**src/rtl/ma_pkg.sv**
```systemverilog
`default_nettype none
// +------------------------------------------------------------------------+
// | Package    : ma_pkg                                                    |
// | Description: Shared types and helper functions for the sliding-window  |
// |              moving average (state encoding, accumulator sizing and    |
// |              window-select clamping).                                  |
// | Revision   : 1.0 - initial release                                     |
// +------------------------------------------------------------------------+
package ma_pkg;

  // FILL: history not yet full, no results produced (except at the fill point).
  // RUN : window full, every accept slides the window by one sample.
  typedef enum logic [0:0] {
    MA_FILL = 1'b0,
    MA_RUN  = 1'b1
  } ma_state_e;

  // Sum of 2**log2_depth samples of data_w bits never needs more than this.
  function automatic int ma_acc_w(input int data_w, input int log2_depth);
    return data_w + log2_depth;
  endfunction

  // Window exponents beyond the ring depth saturate at the deepest window.
  function automatic int ma_clamp_sel(input int sel, input int max_sel);
    return (sel > max_sel) ? max_sel : sel;
  endfunction

endpackage : ma_pkg
`default_nettype wire

```
**src/rtl/ma_history_ring.sv**
```systemverilog
`default_nettype none
// +------------------------------------------------------------------------+
// | Module     : ma_history_ring                                           |
// | Description: Sample history for the moving average. Register array     |
// |              with one synchronous write port and one combinational     |
// |              read port. Contents are not reset: every location is      |
// |              written before the averager ever reads it.                |
// | Ports      : clk   - clock                                             |
// |              we    - write enable                                      |
// |              waddr - write address                                     |
// |              wdata - write data                                        |
// |              raddr - read address                                      |
// |              rdata - read data (combinational, pre-write value)        |
// | Revision   : 1.0 - initial release                                     |
// +------------------------------------------------------------------------+
module ma_history_ring #(
  parameter int DATA_W     = 16,
  parameter int LOG2_DEPTH = 4
) (
  input  logic                  clk,
  input  logic                  we,
  input  logic [LOG2_DEPTH-1:0] waddr,
  input  logic [DATA_W-1:0]     wdata,
  input  logic [LOG2_DEPTH-1:0] raddr,
  output logic [DATA_W-1:0]     rdata
);

  localparam int C_DEPTH = 2 ** LOG2_DEPTH;

  logic [DATA_W-1:0] r_mem [C_DEPTH];

  always_ff @(posedge clk) begin
    if (we) begin
      r_mem[waddr] <= wdata;
    end
  end

  // When the window equals the full depth, raddr == waddr; the read returns
  // the sample being overwritten, which is exactly the one leaving the window.
  assign rdata = r_mem[raddr];

endmodule : ma_history_ring
`default_nettype wire

```
**src/rtl/moving_average_window.sv**
```systemverilog
`default_nettype none
// +------------------------------------------------------------------------+
// | Module     : moving_average_window                                     |
// | Description: Exact boxcar moving average over a runtime-selectable     |
// |              power-of-two window (1..2**LOG2_MAX_DEPTH) with a         |
// |              valid/ready input, optional decimation and automatic      |
// |              flush when the window or the clear input changes.         |
// | Ports      : clk, rst_n (async, active low)                            |
// |              enable    - 0 freezes all state                           |
// |              clear     - synchronous flush                             |
// |              win_sel   - window exponent, clamped to LOG2_MAX_DEPTH    |
// |              decimate  - 1: one result per N accepted samples          |
// |              in_valid/in_ready/in_data - sample input handshake        |
// |              out_valid - one-cycle result strobe                       |
// |              out_data  - rounded mean (held between strobes)           |
// |              out_full  - window is full                                |
// | Revision   : 1.0 - initial release                                     |
// +------------------------------------------------------------------------+
module moving_average_window
  import ma_pkg::*;
#(
  parameter int DATA_W         = 16,
  parameter int LOG2_MAX_DEPTH = 4,
  parameter int SEL_W          = 3
) (
  input  logic                     clk,
  input  logic                     rst_n,
  input  logic                     enable,
  input  logic                     clear,
  input  logic [SEL_W-1:0]         win_sel,
  input  logic                     decimate,
  input  logic                     in_valid,
  output logic                     in_ready,
  input  logic signed [DATA_W-1:0] in_data,
  output logic                     out_valid,
  output logic signed [DATA_W-1:0] out_data,
  output logic                     out_full
);

  localparam int ACC_W = ma_acc_w(DATA_W, LOG2_MAX_DEPTH);
  localparam int CNT_W = LOG2_MAX_DEPTH + 1;  // holds N itself
  localparam int RND_W = ACC_W + 1;           // headroom for the rounding add
  localparam int PTR_W = LOG2_MAX_DEPTH;

  // ---------------------------------------------------------------- state
  ma_state_e                r_state;
  logic signed [ACC_W-1:0]  r_sum;
  logic [CNT_W-1:0]         r_fill;
  logic [CNT_W-1:0]         r_phase;
  logic [PTR_W-1:0]         r_wr_ptr;
  logic [SEL_W-1:0]         r_win_q;

  // ---------------------------------------------------------------- control
  logic [SEL_W-1:0]         w_sel_eff;
  logic                     w_sel_match;
  logic                     w_flush;
  logic                     w_accept;
  logic [CNT_W-1:0]         w_n;

  assign w_sel_eff   = SEL_W'(ma_clamp_sel(int'(win_sel), LOG2_MAX_DEPTH));
  assign w_sel_match = (w_sel_eff == r_win_q);
  assign w_n         = CNT_W'(1) << r_win_q;

  // A pending window change or clear blocks input for the flush cycle.
  assign in_ready = enable & ~clear & w_sel_match;
  assign w_flush  = enable & (clear | ~w_sel_match);
  assign w_accept = in_valid & in_ready;

  // ---------------------------------------------------------------- history
  logic [PTR_W-1:0]         w_raddr;
  logic [DATA_W-1:0]        w_old;

  assign w_raddr = r_wr_ptr - w_n[PTR_W-1:0];

  ma_history_ring #(
    .DATA_W     (DATA_W),
    .LOG2_DEPTH (LOG2_MAX_DEPTH)
  ) u_ring (
    .clk   (clk),
    .we    (w_accept),
    .waddr (r_wr_ptr),
    .wdata (in_data),
    .raddr (w_raddr),
    .rdata (w_old)
  );

  // ---------------------------------------------------------------- datapath
  logic signed [ACC_W-1:0]  w_x_ext;
  logic signed [ACC_W-1:0]  w_old_ext;
  logic signed [ACC_W-1:0]  w_sum_next;
  logic signed [RND_W-1:0]  w_half;
  logic signed [RND_W-1:0]  w_sum_rnd;
  logic signed [RND_W-1:0]  w_avg;
  logic                     w_unused_avg_hi;

  assign w_x_ext   = {{LOG2_MAX_DEPTH{in_data[DATA_W-1]}}, in_data};
  assign w_old_ext = {{LOG2_MAX_DEPTH{w_old[DATA_W-1]}}, w_old};

  // In FILL nothing has left the window yet, so nothing is subtracted.
  assign w_sum_next = (r_state == MA_RUN) ? (r_sum + w_x_ext - w_old_ext)
                                          : (r_sum + w_x_ext);

  // Adding N/2 then arithmetic-shifting rounds half toward +inf; for N=1 the
  // half term is zero and the shift is zero, giving the sum unchanged.
  assign w_half    = RND_W'(w_n >> 1);
  assign w_sum_rnd = {w_sum_next[ACC_W-1], w_sum_next} + w_half;
  assign w_avg     = w_sum_rnd >>> r_win_q;

  // The mean of DATA_W-bit samples always fits DATA_W; upper bits are sign copies.
  assign w_unused_avg_hi = ^w_avg[RND_W-1:DATA_W];

  // ---------------------------------------------------------------- counters
  logic [CNT_W-1:0]         w_fill_inc;
  logic [CNT_W-1:0]         w_phase_inc;
  logic                     w_fill_done;
  logic                     w_phase_wrap;
  logic                     w_pulse;

  assign w_fill_inc   = r_fill + 1'b1;
  assign w_phase_inc  = r_phase + 1'b1;
  assign w_fill_done  = (w_fill_inc == w_n);
  assign w_phase_wrap = (w_phase_inc == w_n);

  // Phase and fill both restart at a flush, so a phase wrap never occurs
  // before the window is full.
  assign w_pulse = decimate ? w_phase_wrap
                            : ((r_state == MA_RUN) | w_fill_done);

  // ---------------------------------------------------------------- FSM
  always_ff @(posedge clk or negedge rst_n) begin
    if (!rst_n) begin
      r_state   <= MA_FILL;
      r_sum     <= '0;
      r_fill    <= '0;
      r_phase   <= '0;
      r_wr_ptr  <= '0;
      r_win_q   <= '0;
      out_valid <= 1'b0;
      out_data  <= '0;
    end else begin
      out_valid <= 1'b0;
      if (w_flush) begin
        // Write pointer is deliberately kept; stale history is never read
        // because FILL refills the whole window first.
        r_state <= MA_FILL;
        r_sum   <= '0;
        r_fill  <= '0;
        r_phase <= '0;
        r_win_q <= w_sel_eff;
      end else if (w_accept) begin
        r_wr_ptr <= r_wr_ptr + 1'b1;
        r_sum    <= w_sum_next;
        r_phase  <= w_phase_wrap ? '0 : w_phase_inc;
        if (r_state == MA_FILL) begin
          r_fill <= w_fill_inc;
          if (w_fill_done) begin
            r_state <= MA_RUN;
          end
        end
        if (w_pulse) begin
          out_valid <= 1'b1;
          out_data  <= w_avg[DATA_W-1:0];
        end
      end
    end
  end

  assign out_full = (r_state == MA_RUN);

endmodule : moving_average_window
`default_nettype wire

```
**config.mk**
```make
export PLATFORM = sky130hd
export DESIGN_NAME = moving_average_window
export DESIGN_NICKNAME = d
export VERILOG_FILES = /design/src/rtl/ma_pkg.sv /design/src/rtl/ma_history_ring.sv /design/src/rtl/moving_average_window.sv
export SDC_FILE = /design/constraint.sdc
export NUM_CORES = 1
export LEC_CHECK = 0
export CAP_MARGIN = 15
export CORE_ASPECT_RATIO = 0.8
export CORE_MARGIN = 4
export CORE_UTILIZATION = 46
export CTS_CLUSTER_SIZE = 12
export DETAILED_ROUTE_END_ITERATION = 10
export SYNTH_ARGS = -nofsm -noshare
export SYNTH_HDL_FRONTEND = slang
export SYNTH_SLANG_ARGS = --single-unit
```
**constraint.sdc**
```tcl
create_clock -name clk -period 17 [get_ports clk]
set_input_delay 1.7 -clock clk [delete_from_list [all_inputs] [get_ports clk]]
set_output_delay 1.7 -clock clk [all_outputs]
set_load 0.01 [all_outputs]
```
==> summary.md <==
| Metric | Value |
|---|---|
| CP Cell Sequence | inv_1, or3_1, fa_4, buf_4, mux4_2, nor2b_1, a211oi_1, a21oi_1, ha_1, fa_1, o21ai_0, a41oi_1, o21ai_0, xor2_1, mux2i_1, or2_2, nor3_1, nor3b_1, or4b_4, o21ai_2, a21oi_1, a211oi_1, o221a_1 |
| Layout cell share with drive strength beyond 1 | 14.7% |
| DR vias/cell | 5.95 |
| Status | complete, no violations |
| Reg2Reg Setup Slack | 7.85 ns |
| #FFs+latches synth | 311 |
| Hold endpoint | out_data[1] |
| CTS tree | done |
| # fillers | 2,826 |
| Ys async rst share | 17.7% |
| Cts bufs inserted | 35 |
| CP top delay family | simple AND/OR/NAND/NOR gates |
| Worst-Margin Slew | 1.16 ns |
| Vias in the first global route | ~9,600 |
| Critical path's slowest cell | dfrtp_1 |
| Worst-Skew Late Latency | 0.51 ns |
| RSZ-0062 raised after global routing | no |
| Area of the multi-input gates | between 6000 and 7000 um2 |
| Tcrit/Tclk final | between 50% and 60% |
| WP buf/inv | 2 |
| Die Y | between 150 and 200 um |
| Post-CTS sizing | 0 |
| Crit path kind | reg -> reg |
| GRT Total Usage | about a fifth |
| Clk sinks | 311 |
| Final nets | 1,292 |
| Pwr dens | between 150 and 200 nW/um2 |
| Setup TNS | 0 ns |
| CP Capture Type | flip-flop |
| Total core area | between 30,000 and 40,000 um2 |
| Hold Vio Cnt, Final | 0 |
| HPWL after detailed placement | 24,000 um |
| EDFF count, synth | 256 |
| Hold path depth | 1 |
| Global-route wire length before repair | 57,900 um |
| Die Footprint | between 30,000 and 40,000 um2 |
| YS warnings | 0 |
| Slew Viols, Final | 0 |
| Setup Viol. Count Final | 0 |
| Slew HR | 22.8% |
| Worst Reg-to-Reg Cells | 23 |
| Largest net degree at the start of global routing | 56 |
| Clock Skew | 0.0197 ns |
| Rows | 60 |
| Register area | 9060 um2 |
| Post-CTS Repair Setup Buffers | 0 |
| Cts hold-fix bufs | 0 |
| DR vias | 9,903 |
| Hold Path Origin | out_data[1] |
| Sequential area share after synthesis | a little under three fifths |
| Top_reg_cell synth | edfxtp_1 |
| DRT iter0 DRCs | 825 |
| WL/cell | 22.5 um |
| Worst hold path class | reg -> reg |
| Crit path DAT | 9.59 ns |
| Cell count after synthesis | 1,157 |
| Die Wd | 215 um |
| Initial Utilization | 46.9% |
| Avg Inst Size Synth | 13.7 um2 |
| R2R Path Start | r_win_q[0] |
| Initial antenna violation count | 1 |
| Detailed Route WL | 37,400 um |
| Reg-to-reg endpoint | out_data[13] |
| CTS max path bufs | 3 |
| Grt total ovfl | 0 |
| Synthesized area | 15,800 um2 |
| Area grow syn2layout | 12.6% |
| IO Count | 44 |
| Port buffer count | between 40 and 50 |
| Minimum clock period after layout | 9.15 ns |
| Max_cap viols | 0 |
| Startpoint Class | flip-flop |
| Drt drc | 0 |
| Max Freq | approximately 0.11 GHz |
| Clock-pin slew on the worst setup and hold paths | 0.06 ns |
| Finished Cell Area | 17,800 um2 |
| CP required | approximately 17 ns |
| Worst VDD drop | around 0.093 mV |
| Synth Net Count | 1,238 |
| Global placer's final weighted congestion | approximately 0.85 |
| Static Leak | approximately 6.5 nW |
| H-tree Lvls | 2 |
| Crit-path max FO | 54 |
| Placement Cell Area | 16,800 um2 |
| Root Buffer Master | clkbuf_16 |
| Slowest Stage Delay on Critical Path | 1.07 ns |
| Drt first pass iters | 5 |
| Post-synth cell types | 84 |
| Post-DRT Antenna Nets | 0 |
-- placed cells by master, fill, tap and decap left out, types with 5 or more instances in the layout --
| cell type | netlist | layout |
|---|---|---|
| inv_1 | 27 | 27 |
| a31oi_1 | 13 | 13 |
| dfrtp_1 | 55 | 55 |
| clkinv_1 | 0 | 8 |
| o22ai_1 | 5 | 5 |
| o211ai_1 | 5 | 5 |
| o21a_1 | 6 | 6 |
| clkbuf_16 | 0 | 35 |
| nand3_1 | 35 | 35 |
| clkbuf_1 | 28 | 7 |
| or4_1 | 5 | 5 |
| a211oi_1 | 11 | 11 |
| nor3_1 | 21 | 21 |
| nor2_1 | 74 | 73 |
| ha_1 | 52 | 51 |
| clkdlybuf4s50_1 | 0 | 42 |
| nor2b_1 | 14 | 14 |
| and3_1 | 15 | 15 |
| and2_1 | 20 | 20 |
| o21ai_0 | 48 | 48 |
| or3_1 | 10 | 10 |
| mux2i_1 | 44 | 44 |
| buf_4 | 0 | 22 |
| mux2_2 | 22 | 22 |
| mux4_2 | 64 | 64 |
| xor2_1 | 24 | 24 |
| xnor2_1 | 32 | 32 |
| a21oi_1 | 62 | 62 |
| a21o_1 | 18 | 18 |
| nand2b_1 | 10 | 10 |
| nand2_1 | 56 | 56 |
| edfxtp_1 | 256 | 256 |
-- per-layer routing --
| layer | track usage, % | vias up | share of wire, % |
|---|---|---|---|
| met5 | 0 | - | 0 |
| li1 | - | 4626 | - |
| met2 | 30.4 | 240 | 45 |
| met3 | 3.44 | 44 | 5.2 |
| met1 | 30.6 | 4993 | 48 |
| met4 | 4.13 | 0 | 1.7 |
-- metrics by stage --
step / hold slack [ns] / util (%) / std cells / power (mW) / setup WS (ns)
after global placement: 0.495 / 49.7 / 1607 / 2.29 / 8.01
after CTS: 0.527 / 52.8 / 1663 / 3.01 / 7.83
after floorplan: 0.472 / - / 1157 / 1.95 / 10.04
after global routing: 0.537 / 52.8 / 1664 / 3.18 / 7.11
after detailed placement: 0.513 / 49.7 / 1607 / 2.30 / 7.88
final: 0.518 / 52.8 / 1665 / 2.98 / 7.85
-- synth_stat cells, types with 27 or more instances --
master | count | area share (%)
edfxtp_1 | 256 | 49
nor2_1 | 74 | 1.8
mux4_2 | 64 | 9.1
a21oi_1 | 62 | 2.0
nand2_1 | 56 | 1.3
dfrtp_1 | 55 | 8.7
ha_1 | 52 | 4.1
o21ai_0 | 48 | 1.5
mux2i_1 | 44 | 2.8
nand3_1 | 35 | 1.1
xnor2_1 | 32 | 1.8
clkbuf_1 | 28 | 0.66
inv_1 | 27 | 0.64
-- worst max-delay path by stage --
stage               start            to  cells past startpoint  slack (ns)
4_1_cts        r_win_q[0]  out_data[13]                     23        7.83
5_1_grt        r_win_q[0]  out_data[13]                     23        7.11
3_5_place_dp   r_win_q[0]  out_data[13]                     23        7.88
2_1_floorplan  r_win_q[2]  out_data[15]                     27       10.04
3_3_place_gp   r_win_q[0]  out_data[15]                     22        8.01
6_report       r_win_q[0]  out_data[13]                     23        7.85
-- layout make-up --
cell class,instances,area share [%]
Clock buffer,42,5.06
Clock inverter,14,0.701
Multi-Input combinational cell,770,36.5
Timing Repair Buffer,66,3.34
Tap cell,434,3.04
Sequential cell,311,50.8
Inverter,27,0.568
Antenna cell,1,0.0140
-- power by group --
group | switching, mW | internal [mW] | total (mW)
clock | 0.285 | 0.406 | 0.691
sequential | 0.0226 | 0.848 | 0.870
combinational | 0.794 | 0.629 | 1.42
total | 1.10 | 1.88 | 2.98
-- cells by family after synthesis --
group	after synthesis	synth area share, %
flip-flops	311	57.2
AND/OR/NAND/NOR	295	9.64
AO/OA/AOI/OAI	230	9.75
multiplexers	130	13.4
buffers and inverters	76	1.93
XOR/XNOR	59	3.40
adder cells (fa/ha/maj)	56	4.61
-- registers in the layout (all words and copies together) (netlist names) --
register / flops
r_sum: 20
out_valid: 1
u_ring.r_mem: 256
r_wr_ptr: 4
out_full: 1
r_phase: 5
r_fill: 5
out_data: 16
r_win_q: 3
Note: power is estimated with default switching activity, not from simulation.
